$ cat src/rtl/aes_pkg.sv
// Shared AES sequencing types and constants, common to the round sequencer and key generator.
package aes_pkg;

   localparam int NUM_ROUNDS     = 10;
   localparam int ADDR_W         = 4;
   localparam int KEY_ADDR_FIRST = 0;
   localparam int KEY_ADDR_LAST  = NUM_ROUNDS;

   typedef enum logic [2:0] {
      IDLE,
      INIT,
      ROUND,
      FINAL,
      HOLD
   } seq_state_t;

endpackage

$ cat src/rtl/aes_round_counter.sv
// Round counter and key-address generator: counts rounds up while the key address
// walks up (encrypt) or down (decrypt) from the end selected at load time.
module aes_round_counter #(
   parameter int NUM_ROUNDS = aes_pkg::NUM_ROUNDS,
   parameter int ADDR_W     = aes_pkg::ADDR_W
) (
   input  logic              clk,
   input  logic              rst,
   input  logic              clr,
   input  logic              load,
   input  logic              load_up,
   input  logic              inc,
   output logic [ADDR_W-1:0] read_addr,
   output logic              last_round
);
   import aes_pkg::*;

   localparam logic [ADDR_W-1:0] ADDR_FIRST = ADDR_W'(KEY_ADDR_FIRST);
   localparam logic [ADDR_W-1:0] ADDR_LAST  = ADDR_W'(NUM_ROUNDS);
   localparam logic [ADDR_W-1:0] CNT_TC     = ADDR_W'(NUM_ROUNDS - 1);
   localparam logic [ADDR_W-1:0] ONE        = ADDR_W'(1);

   logic [ADDR_W-1:0] cnt_reg;
   logic [ADDR_W-1:0] addr_reg;
   logic              up_reg;

   always_ff @(posedge clk) begin
      if (rst) begin
         cnt_reg  <= '0;
         addr_reg <= '0;
         up_reg   <= 1'b1;
      end else if (clr) begin
         cnt_reg  <= '0;
         addr_reg <= '0;
      end else if (load) begin
         cnt_reg  <= '0;
         addr_reg <= load_up ? ADDR_FIRST : ADDR_LAST;
         up_reg   <= load_up;
      end else if (inc) begin
         cnt_reg  <= cnt_reg + ONE;
         addr_reg <= up_reg ? addr_reg + ONE : addr_reg - ONE;
      end
   end

   // Flag seen while the last middle round is current, so the next step is FINAL.
   assign last_round = (cnt_reg == CNT_TC);
   assign read_addr  = addr_reg;

endmodule

$ cat src/rtl/aes_round_sequencer.sv
// Sequences one AES block through load, middle rounds and final round, then hands the
// result to the TX FIFO; every output is registered from the next-state decode.
module aes_round_sequencer #(
   parameter int NUM_ROUNDS = aes_pkg::NUM_ROUNDS,
   parameter int ADDR_W     = aes_pkg::ADDR_W
) (
   input  logic              clk,
   input  logic              rst,
   input  logic              start,
   input  logic              is_encrypt,
   input  logic              keys_ready,
   input  logic              abort,
   input  logic              tx_fifo_full,
   output logic [ADDR_W-1:0] read_addr,
   output logic              dp_load,
   output logic              dp_round_en,
   output logic              dp_final,
   output logic              tx_enq,
   output logic              data_done,
   output logic              busy,
   output logic              start_err
);
   import aes_pkg::*;

   seq_state_t state_reg, state_next;
   logic dp_load_reg, dp_round_en_reg, dp_final_reg, tx_enq_reg;
   logic data_done_reg, busy_reg, start_err_reg;
   logic tx_enq_next, data_done_next, start_err_next;
   logic cnt_clr, cnt_load, cnt_inc, last_round;

   aes_round_counter #(
      .NUM_ROUNDS(NUM_ROUNDS),
      .ADDR_W    (ADDR_W)
   ) u_round_counter (
      .clk       (clk),
      .rst       (rst),
      .clr       (cnt_clr),
      .load      (cnt_load),
      .load_up   (is_encrypt),
      .inc       (cnt_inc),
      .read_addr (read_addr),
      .last_round(last_round)
   );

   // A cycle carrying data_done is always the last busy cycle: an abort parks the
   // block in HOLD for that one pulse so busy drops on the following cycle.
   always_comb begin
      state_next     = state_reg;
      tx_enq_next    = 1'b0;
      data_done_next = 1'b0;
      start_err_next = 1'b0;
      cnt_clr        = 1'b0;
      cnt_load       = 1'b0;
      cnt_inc        = 1'b0;
      case (state_reg)
         IDLE: begin
            if (start && keys_ready) begin
               state_next = INIT;
               cnt_load   = 1'b1;
            end else if (start) begin
               start_err_next = 1'b1;
            end
         end
         INIT, ROUND: begin
            if (abort) begin
               state_next     = HOLD;
               data_done_next = 1'b1;
            end else begin
               state_next = (state_reg == ROUND && last_round) ? FINAL : ROUND;
               cnt_inc    = 1'b1;
            end
         end
         FINAL: begin
            state_next     = HOLD;
            data_done_next = abort || !tx_fifo_full;
            tx_enq_next    = !abort && !tx_fifo_full;
         end
         HOLD: begin
            if (data_done_reg) begin
               state_next = IDLE;
               cnt_clr    = 1'b1;
            end else begin
               data_done_next = abort || !tx_fifo_full;
               tx_enq_next    = !abort && !tx_fifo_full;
            end
         end
         default: begin
            state_next = IDLE;
            cnt_clr    = 1'b1;
         end
      endcase
   end

   always_ff @(posedge clk) begin
      if (rst) begin
         state_reg       <= IDLE;
         dp_load_reg     <= 1'b0;
         dp_round_en_reg <= 1'b0;
         dp_final_reg    <= 1'b0;
         tx_enq_reg      <= 1'b0;
         data_done_reg   <= 1'b0;
         busy_reg        <= 1'b0;
         start_err_reg   <= 1'b0;
      end else begin
         state_reg       <= state_next;
         dp_load_reg     <= (state_next == INIT);
         dp_round_en_reg <= (state_next == ROUND);
         dp_final_reg    <= (state_next == FINAL);
         tx_enq_reg      <= tx_enq_next;
         data_done_reg   <= data_done_next;
         busy_reg        <= (state_next != IDLE);
         start_err_reg   <= start_err_next;
      end
   end

   assign dp_load     = dp_load_reg;
   assign dp_round_en = dp_round_en_reg;
   assign dp_final    = dp_final_reg;
   assign tx_enq      = tx_enq_reg;
   assign data_done   = data_done_reg;
   assign busy        = busy_reg;
   assign start_err   = start_err_reg;

endmodule

$ cat config.mk
export PLATFORM = sky130hd
export DESIGN_NAME = aes_round_sequencer
export DESIGN_NICKNAME = d
export VERILOG_FILES = /design/src/rtl/aes_pkg.sv /design/src/rtl/aes_round_counter.sv /design/src/rtl/aes_round_sequencer.sv
export SDC_FILE = /design/constraint.sdc
export NUM_CORES = 1
export LEC_CHECK = 0
export CAP_MARGIN = 20
export CORE_AREA = 5 5 52 54
export CTS_CLUSTER_DIAMETER = 100
export DETAILED_ROUTE_END_ITERATION = 16
export DIE_AREA = 0 0 57 59
export PLACE_DENSITY = 0.82
export SLEW_MARGIN = 20
export SYNTH_ARGS = -nofsm -noshare
export SYNTH_HDL_FRONTEND = slang
export SYNTH_HIERARCHICAL = 1
export SYNTH_SLANG_ARGS = --single-unit
$ cat constraint.sdc
create_clock -name clk -period 1.5 [get_ports clk]
set_input_delay 0.375 -clock clk [delete_from_list [all_inputs] [get_ports clk]]
set_output_delay 0.375 -clock clk [all_outputs]
set_load 0.05 [all_outputs]
# After elaboration in Yosys (flattened, before gate mapping)
# Cells that the tools add are included.
# classes
add_sub_neg,3
eq_ne,8
muxes,21
n_bitwise,2
reduce_logical,15
# op_table
op,n
4-bit 2-to-1 mux,4
3-bit by 2-bit equality test with 1-bit output (second input constant),4
3-bit one-hot mux with 4 select lines,1
1-bit 2-to-1 mux,10
3-bit 2-to-1 mux,3
4-bit by 1-bit adder with 4-bit output (second input constant),2
3-bit by 1-bit equality test with 1-bit output (second input constant),2
3-bit OR reduction,2
4-bit equality test (second input constant),1
1-bit one-hot mux with 2 select lines,2
2-bit OR reduction,2
4-bit OR reduction,1
4-bit by 1-bit subtractor with 4-bit output (second input constant),1
3-bit equality test (second input constant),1
1-bit logical AND,3
3-bit zero test,1
1-bit one-hot mux with 3 select lines,1
3-bit nonzero test,1
1-bit zero test,2
1-bit NOT,2
2-bit AND reduction,1
2-bit nonzero test,1
1-bit logical OR,1
# word_totals
ff_bits,19
in_bits,7
output_inout_bits,11
word_cells,60

# Logic depth before layout (Yosys ltp)
# depth
depth_word,6
mapped_depth,7
depth_no_buf,5

# Cells and area by module
# The synthesis kept the hierarchy.
# by_module_without_submodules
mod,instances,cells_per_inst,area_per_inst_um2,seq_area_each_um2
aes_round_counter,1,52,498.0,180.2
aes_round_sequencer,1,37,415.4,200.2

# Least setup slack after synthesis
# No wires, ideal clock.
# synth_path
path_kind,register to register
start,"reg u_round_counter.addr_reg[1], in the netlist u_round_counter/read_addr[1]"
end,"reg u_round_counter.addr_reg[1], in the netlist u_round_counter/read_addr[1]"
setup_ps,115
t_arrival_ps,1500
required_time_ps,1385
slack_ps,-115
path_stages_with_launch,5
path_buffers,0
path_cell_list,dfxtp_1 > fa_1 > mux2i_1 > nor2_1 > o21a_1
# synth_via
elab_chain_len,4
# synth_lines
element,line,text
start: declaration,aes_round_counter.sv:24,logic [ADDR_W-1:0] addr_reg;
start signal: assignment,aes_round_counter.sv:37,addr_reg <= load_up ? ADDR_FIRST : ADDR_LAST;
start signal: assignment,aes_round_counter.sv:41,addr_reg <= up_reg ? addr_reg + ONE : addr_reg - ONE;
4-bit by 1-bit subtractor with 4-bit output / 4-bit by 1-bit adder with 4-bit output (equally long branches),aes_round_counter.sv:41,
4-bit 2-to-1 mux (*),aes_round_counter.sv:41,
4-bit 2-to-1 mux (*),aes_round_counter.sv:39,end else if (inc) begin
4-bit 2-to-1 mux (*),aes_round_counter.sv:35,end else if (load) begin
# Mark *: on every way between the ends. The rest lies on a longest branch, timed or not. The select of a mux whose other input is x is not followed.
# A chain may end at the register's enable or synchronous reset.

# Worst setup path in the final report
# layout_path
start,reg state_reg[1]
end,reg u_round_counter.up_reg
# layout_rtl
element,line,text
start: declaration,aes_round_sequencer.sv:25,"seq_state_t state_reg, state_next;"
start signal: assignment,aes_round_sequencer.sv:105,state_reg <= state_next;
3-bit zero test,aes_round_sequencer.sv:55,case (state_reg)
1-bit 2-to-1 mux,aes_round_sequencer.sv:55,
via cnt_load,aes_round_sequencer.sv:29,"logic cnt_clr, cnt_load, cnt_inc, last_round;"
2-bit AND reduction (no line),n/a,
end signal: assignment,aes_round_counter.sv:38,up_reg <= load_up;
end: declaration,aes_round_counter.sv:25,logic up_reg;
# The timed path passes the listed nets, and every way through them passes these cells.

==> results by group <==
Synthesis
  • Mux contribution to synthesized area: 0.0110
  • Cell Area, Synth: 913 µm²
  • Largest family of logic cells by synthesized area: simple AND/OR/NAND/NOR gates
  • Synthesized net count: 101
  • Synth Area in XOR/XNOR: 0.0753
  • Post-synthesis compound-gate area fraction: 0.141
  • Post-synthesis adder-cell area fraction: 0.0767
  • Post-synth EDFFs: 0
  • Netlist cell types: 39
  • Post-Synth Simple-Gate Area: 0.218
  • Ys async rst share: 0
  • Syn avg cell area: 10.3 µm²
  • Top FF cell, synth: dfxtp_1
  • Sequential fraction of the synthesis area: 0.416
  • Ys Warns: 6
  • #FFs+latches synth: 19
  • Mapped Cells: 89

Clock network
  • Post-CTS setup buffers: 0
  • Clk sink count: 19
  • H-Tree Depth: 1
  • CTS Buffer Depth: 2
  • Clock Latency Late Sink: 0.29 ns
  • CTS tree: done
  • Clock buffer count from CTS: 3
  • Worst-path clk slew: 0.11 ns
  • CTS root buffer: clkbuf_4

Critical path
  • Setup CP Type: reg2reg
  • Crit Path Max Fanout: 4
  • Worst EP arrival: 1.65 ns
  • CP Capture Type: flop
  • Worst setup SP type: flop
  • Worst EP required: 1.69 ns

Global route
  • Initial antenna violation count: 0
  • Global-route met3 utilization: 0.0261
  • Global routing's busiest layer: met2
  • First-pass GRT wire length: 3240 µm
  • Gr usage total: 0.123
  • Met1 Track Usage GR: 0.139
  • Largest net degree at the start of global routing: 12
  • Vias in the first global route: 759
  • Gr ovfl total: 0
  • Met2 Use GR: 0.220

Pwr
  • Tot Pwr: 1.07 mW
  • Pwr Density: 785 nW/µm²
  • Max VDD drop: 0.454 mV
  • Leakage: 0.569 nW

STA
  • Clk_skew: 0.00416 ns
  • Final setup viols: 0
  • Fin. Hold Viols: 0
  • Crit path time final: 1.45 ns
  • Slew at the pin closest to its max-slew limit: 0.362 ns
  • Max-slew violations: 0
  • Max frequency: 688 MHz
  • RSZ-0062 raised after global routing: yes
  • Slew margin rel.: 0.752
  • Final Cycle Share: 0.969
  • Slack of the critical path: 0.0462 ns

Routing
  • Vias/cell: 5.03
  • Routed WL: 1870 µm
  • DR pass1 iterations: 4
  • Initial detailed-routing violation count: 11
  • DR vias: 735
  • WL/cell: 12.8 µm
  • Drt drc: 0
  • Final ANT Viol Nets: 0

Placed design
  • GPL Wtd Cong: 0.732
  • Detail Placement HPWL: 1440 µm
  • Post-place setup slack: -0.369 ns
  • PortBufs: 17
  • Cell count after placement: 142

Cells and area
  • Area Growth Syn to Fin: 48.9%
  • Share of cells above drive strength 1: 0.390
  • FILL cells: 187
  • Nets: 131
  • Non-filler instance count after layout: 146
  • Number of diodes: 0

Floorplan
  • Die Y-Extent: 59 µm
  • Num ports: 18
  • Die area: 3360 µm²
  • Core ar.: 2170 µm²
  • Core Rows: 17
  • Initial Util: 0.421
  • Die X-Extent: 57 µm

Hold path
  • Hold Path Class: in2reg

Outcome
  • Status: completed

Flow run
  • Maxcap violations: 0
==> cell families after synthesis <==
| logic type | count (synthesis) |
|---|---|
| flip-flops | 19 |
| XOR/XNOR | 7 |
| buffers and inverters | 8 |
| AO/OA/AOI/OAI | 16 |
| multiplexers | 1 |
| AND/OR/NAND/NOR | 33 |
| adder cells (fa/ha/maj) | 5 |
==> path summary, 6_finish.rpt <==
| path | from | slack (ns) | endpoint | cells past startpoint |
|---|---|---|---|---|
| max | state_reg[1]$_SDFF_PP0_ | 0.05 | u_round_counter/up_reg$_SDFFE_PP1P_ | 5 |
| min | start | 0.49 | start_err$_SDFF_PP0_ | 3 |
| max reg2reg | state_reg[1]$_SDFF_PP0_ | 0.05 | u_round_counter/up_reg$_SDFFE_PP1P_ | 5 |
| min reg2reg | u_round_counter/cnt_reg[3]$_SDFFE_PP0P_ | 0.55 | u_round_counter/cnt_reg[3]$_SDFFE_PP0P_ | 2 |
==> report_power, final <==
| group | switching, mW | leakage [nW] | internal [mW] |
|---|---|---|---|
| Combinational | 0.120 | 0.394 | 0.137 |
| Sequential | 0.0271 | 0.157 | 0.527 |
| Clock | 0.156 | 0.0177 | 0.0993 |
==> cell type report <==
type / count / area, µm² / share of cell area
inverters: 3 / 12.5 / 0.00920
repair buffers: 30 / 384 / 0.282
clock buffers: 3 / 22.5 / 0.0166
multi-input cells: 62 / 513 / 0.377
flip-flops and latches: 19 / 388 / 0.285
well taps: 28 / 35.0 / 0.0258
clock inverters: 1 / 5.00 / 0.00368
==> Yosys cell counts, drive strengths merged, types with 2 or more instances <==
| library cell | number | area (µm²) |
|---|---|---|
| dfxtp | 19 | 380 |
| nor2 | 10 | 37.5 |
| buf | 5 | 43.8 |
| ha | 4 | 50.1 |
| xnor2 | 4 | 42.6 |
| a211oi | 3 | 37.5 |
| a21oi | 3 | 15.0 |
| xor2 | 3 | 26.3 |
| and2 | 2 | 12.5 |
| and3b | 2 | 17.5 |
| inv | 2 | 7.51 |
| nand2 | 2 | 7.51 |
| nand3b | 2 | 15.0 |
| nor2b | 2 | 12.5 |
| nor3 | 2 | 10.0 |
| nor3b | 2 | 15.0 |
| nor4b | 2 | 23.8 |
| o21ai | 2 | 10.0 |
| or3 | 2 | 12.5 |
==> layout by cell type (no fill, tap or decap), types with 2 or more instances in the layout <==
cell and instances:
a21oi_1 3, clkbuf_4 3, o21ai_1 2, inv_1 2
xor2_1 3, dfxtp_1 13, a211oi_2 3, clkinv_2 2
buf_4 12, nor3b_1 2, buf_12 11, xnor2_1 3
nor2b_4 2, nand3b_1 2, clkdlybuf4s50_1 5, and3b_1 2
nand2_1 2, nor2_1 10, ha_1 4, dfxtp_2 6
==> repair_timing <==
| action | in CTS | in global routing |
|---|---|---|
| pin swaps | 1 | 3 |
| resized for setup | 5 | 7 |
| hold buffers | 0 | 0 |
| endpoints found under the setup margin | 3 | 6 |
==> worst max-delay path: stages, from the launching register on <==
cell and delay [ns]:
dfxtp_2 0.37, nor4b_4 0.33, and2_4 0.22, nor2b_4 0.14
nor2_1 0.04, a211o_1 0.25
==> per-layer routing <==
layer  part of all wire  wire length, µm
met3              0.048               89
met4              0.013               25
met1               0.45              841
met2               0.49              911
met5                  0                0
==> stage by stage <==
| step | util | cell area [µm²] | hold WS [ns] | setup TNS (ns) |
|---|---|---|---|---|
| after floorplan | - | 928 | 0.450 | 0 |
| after global placement | 0.598 | 1300 | 0.491 | -3.32 |
| after detailed placement | 0.598 | 1300 | 0.523 | -3.59 |
| after CTS | 0.618 | 1340 | 0.548 | -0.00289 |
| after global routing | 0.627 | 1360 | 0.494 | -0.0430 |
| final | 0.627 | 1360 | 0.493 | 0 |
(Power assumes the default switching activity.)
==> variant 1: new RTL, same settings <==
Set the package constant `ADDR_W` to 3 (it was 4).
--- a/src/rtl/aes_pkg.sv
+++ b/src/rtl/aes_pkg.sv
@@ -2,7 +2,7 @@
 package aes_pkg;
 
    localparam int NUM_ROUNDS     = 10;
-   localparam int ADDR_W         = 4;
+   localparam int ADDR_W         = 3;
    localparam int KEY_ADDR_FIRST = 0;
    localparam int KEY_ADDR_LAST  = NUM_ROUNDS;
 
Ports: changed (resized read_addr); port bits go from 18 to 17. The function was not compared with the original's and may differ.
==> variant 1 against the unedited design <==
  * Die area stayed put
  * Routed wire length decreased by 4.2%
  * Clock power down 3%
  * Sequential cell count shrank 2
  * Design area shrank 11%
  * Highest routed layer unchanged
  * Synthesized area down 17%
  * Final cell count down 11%
  * Critical path type is now in2reg
  * Setup slack better by 5.5 ps
  * Power is 8.7% lower
==> variant 1: results (changes against the unedited design) <==
The run finished with clean final reports. The worst supply voltage drop on vdd came to 640 µV (+41%). By area the synthesized netlist is led by dfxtp_1 (45%), nor2_1 (3.4%), xnor2_1 (3.4%).

The cell depth of the worst hold path is 2 (-1). The post-placement cell count is 124 (-13%). The number of cells upsized or downsized after cts came to 8 (+3). The parity-gate share of the synthesized area counting xor and xnor cells is 0.0673 (-0.00802).

The net count reported at finish came out at 113 (-14%). In this run the critical register-to-register path is launched from u_round_counter/up_reg. The clock tree skew after final layout is 2.11 ps (-2.05 ps). The first-pass GRT wire length was 2790 µm (-14%). For hold timing, the worst endpoint is u_round_counter/cnt_reg[1]. The aggregate global-route resource usage is 0.110 (-0.0133). The endpoint arrival time on the critical path is 1690 ps (+40 ps). The number of port buffers was 16 (-1). The largest fanout on the critical path is 6 (+2). The final standard cell count with taps included and fillers excluded is 130 (-11%). The end of the critical path is u_round_counter/read_addr[2].

The commonest cells after synthesis are dfxtp_1 (17), nor2_1 (7). The number of nets produced by synthesis came out at 83 (-18%). The met2 demand-to-capacity share in global routing was 0.225 (+0.00489). The critical hold path startpoint is u_round_counter/cnt_reg[1].

The leakage power total came to 0.506 nW (-11%). The worst hold path belongs to the class reg2reg. The met1 capacity usage during global routing was 0.0979 (-0.0414). The share of cell area taken by muxes after synthesis is 0 (-0.0110). The number of buffers inserted by post-CTS setup repair was 1 (+1). The number of design-rule violations left by the first detailed-router iteration is 5 (-6). The power drawn by the clock network was 0.000247 W (-3%). The worst slack on hold paths came out at 506 ps (+12.5 ps). The largest net degree at the start of global routing is 11 (-1).

The net switching power figure is 0.000280 W (-7.7%). The global-route track usage on met3 came out at 0.0501 (+0.0240). The sum of routed wire length over all layers is 1790 µm (-4.2%). Setup slack on the worst reg-to-reg path comes out at 60 ps. The pre-CTS setup slack is -503 ps (-134 ps). The final critical path time including I/O delays and setup came out at 1450 ps (-5.48 ps). The area fraction in compound gates after synthesis is 0.156 (+0.0149). The area after detailed placement came to 1130 µm² (-13%). The via count of the first global-routing pass came out at 666 (-12%). The share of cells above drive strength 1 came out at 0.471 (+0.0808). The routability congestion estimate from global placement is 0.768 (+4.9%). The total half-perimeter wirelength after legalization and detailed placement is 1370 µm (-5.1%). The number of distinct standard cells referenced by the synthesized netlist came to 34 (-13%). The power per unit of standard cell area is 806 nW/µm² (+2.7%).

The mean cell area of the mapped netlist was 10.4 µm² (+1.7%). In this run the worst setup path begins at keys_ready.
variant 1: layer usage:
| metal | wire (µm) | share of wire |
|---|---|---|
| met1 | 656 | 0.37 |
| met2 | 991 | 0.55 |
| met3 | 117 | 0.065 |
| met4 | 21 | 0.012 |
| met5 | 0 | 0 |
variant 1: cell type report:
| cell class | count | area (µm²) |
|---|---|---|
| clock buffer | 3 | 22.5 |
| clock inverter | 1 | 5.00 |
| fill | 193 | 961 |
| inverter | 4 | 16.3 |
| multi-input combinational | 47 | 410 |
| sequential | 17 | 357 |
| tap | 28 | 35.0 |
| timing repair buffer | 30 | 363 |
variant 1: worst register-to-register path: stages (launching register included):
cell and delay, ps:
dfxtp_2 360, inv_1 70, fa_1 410, xnor2_2 200
a211oi_2 90, a31o_2 210
variant 1: cells by family after synthesis:
family,Yosys count
AND/OR/NAND/NOR,25
AO/OA/AOI/OAI,14
buffers and inverters,9
XOR/XNOR,5
flip-flops,17
adder cells (fa/ha/maj),3
==> variant 2: new RTL, same settings <==
Without the edit above. Put one more register stage on the output `start_err`. The value now appears one clock later. The other outputs are not delayed to match.
--- a/src/rtl/aes_round_sequencer.sv
+++ b/src/rtl/aes_round_sequencer.sv
@@ -119,7 +119,9 @@
    assign tx_enq      = tx_enq_reg;
    assign data_done   = data_done_reg;
    assign busy        = busy_reg;
-   assign start_err   = start_err_reg;
+   always_ff @(posedge clk) begin
+      start_err <= start_err_reg;
+   end
 
 endmodule
 
Function: changed (a bounded check fails within 4 cycles, from zero or initial values and one cycle with rst high).
==> variant 2 against the unedited design <==
  * Combinational power rose by 2%
  * Sequential cell count rose by 1
  * Largest power group unchanged
  * Synthesized area rose by 8.5%
  * Routed wire length rose by 9.1%
  * Highest routed layer unchanged
  * Design area rose by 6.7%
  * Count of clock-buffer cells in the layout did not move
  * Final cell count rose by 6.8%
  * Sequential share of layout area fell by 0.42 points
  * Setup slack improved by 36 ps
  * Power rose by 1.1%
==> variant 2: results (changes against the unedited design) <==
The number of design-rule violations left by the first detailed-router iteration is 3 (-8). The number of inverters outside the clock class in the layout came out at 4 (+1). The total half-perimeter wirelength after legalization and detailed placement is 1650 µm (+15%). The via count of the first global-routing pass came out at 820 (+8.0%). The endpoint arrival time on the critical path is 1610 ps (-40 ps).

The cell depth of the worst hold path came to 0 (-3). The share of cell area taken by muxes after synthesis was 0.0240 (+0.0130). The leakage power total came out at 0.606 nW (+6.6%). The proportion of final cell area spent on non-clock buffers came out at 0.287 (+0.00464). The sequential fraction of the synthesis area is 0.404 (-0.0124). The number of multi-input combinational cells came out at 66 (+6.5%). The area fraction in compound gates after synthesis came out at 0.117 (-0.0237).

The largest net degree at the start of global routing is 11 (-1). The setup slack of the most critical reg-to-reg path is 80 ps (+40 ps). The actual transition at the worst max-transition pin came out at 276 ps (-85.9 ps). The worst slack on hold paths is 342 ps (-151 ps). Ranked by total cell area, the synthesized netlist is headed by dfxtp_1 (40%), nor2_1 (5.3%), ha_1 (5.1%). The total of fill cells in the finished design came to 196 (+4.8%).

The final standard cell count with taps included and fillers excluded came to 156 (+6.8%). The via count came to 778 (+5.9%). The routability congestion estimate from global placement is 0.799 (+9.1%).

The area of all sequential standard cells is 408 µm² (+5.2%). The synthesized flop and latch total is 20 (+1). The pre-CTS setup slack came out at -432 ps (-62.9 ps). The power drawn by the clock network is 0.000239 W (-6%). The sum of routed wire length over all layers is 2040 µm (+9.1%). The flow ran to the end, and the final reports show no timing, DRC or antenna violations. The clock tree skew after final layout is 0.863 ps (-3.30 ps).

The post-synthesis adder-cell area fraction came out at 0.0821 (+0.00536). The combined area of the multi-input logic cells was 554 µm² (+8.0%). The cell-internal power is 0.000784 W (+2.6%). The share of cells above drive strength 1 is 0.453 (+0.0633). The total sequential power is 0.000576 W (+4.0%). The area after detailed placement came out at 1390 µm² (+7.1%). In this run the most critical hold path is launched from start_err_reg. The parity-gate share of the synthesized area counting xor and xnor cells came out at 0.0707 (-0.00464).
==> variant 2: cell types whose count changed after synthesis, sizes merged, moves of 2 or more <==
cell and delta:
nor2 +4, nor2b +2, xor2 +2, inv +2
==> variant 2: cell families after synthesis <==
family,count (synthesis)
AO/OA/AOI/OAI,12
AND/OR/NAND/NOR,38
multiplexers,2
buffers and inverters,10
adder cells (fa/ha/maj),6
XOR/XNOR,8
flip-flops,20
==> variant 2: timing repair <==
item,4_1_cts,5_1_grt
buffers inserted,0,1
endpoints found under the setup margin,9,3
resized for setup,7,7
pin swaps,1,1
==> variant 2: worst max-delay path, delay by kind of cell, from the launching register on <==
| kind | cells | cell delay, ps |
|---|---|---|
| and+or+nand+nor | 4 | 680 |
| AOI/OAI and AO/OA | 1 | 260 |
| DFF | 1 | 380 |
==> variant 2: metal layers <==
metal / part of all wire / up-vias / routed length, µm / GRT usage
met5: 0 / - / 0 / 0
li1: - / 391 / - / -
met4: 0.0079 / 0 / 16 / 0.0497
met2: 0.55 / 17 / 1130 / 0.264
met3: 0.049 / 2 / 100 / 0.0196
met1: 0.39 / 368 / 792 / 0.133
==> variant 2: worst max-delay path by stage <==
stage                                              end  slack (ps)  cells after the start
final                           u_round_counter/up_reg          80                      5
after global routing      u_round_counter/read_addr[3]           8                      5
after CTS                       u_round_counter/up_reg          30                      5
after detailed placement    u_round_counter/cnt_reg[1]        -430                      5
after global placement      u_round_counter/cnt_reg[1]        -400                      5
after floorplan           u_round_counter/read_addr[3]        0.02                      4
==> variant 2: metrics by stage <==
| step | power (W) | setup TNS, ps |
|---|---|---|
| after floorplan | 0.000724 | 0 |
| after global placement | 0.000831 | -3420 |
| after detailed placement | 0.000841 | -4080 |
| after CTS | 0.00109 | 0 |
| after global routing | 0.00113 | 0 |
| final | 0.00108 | 0 |
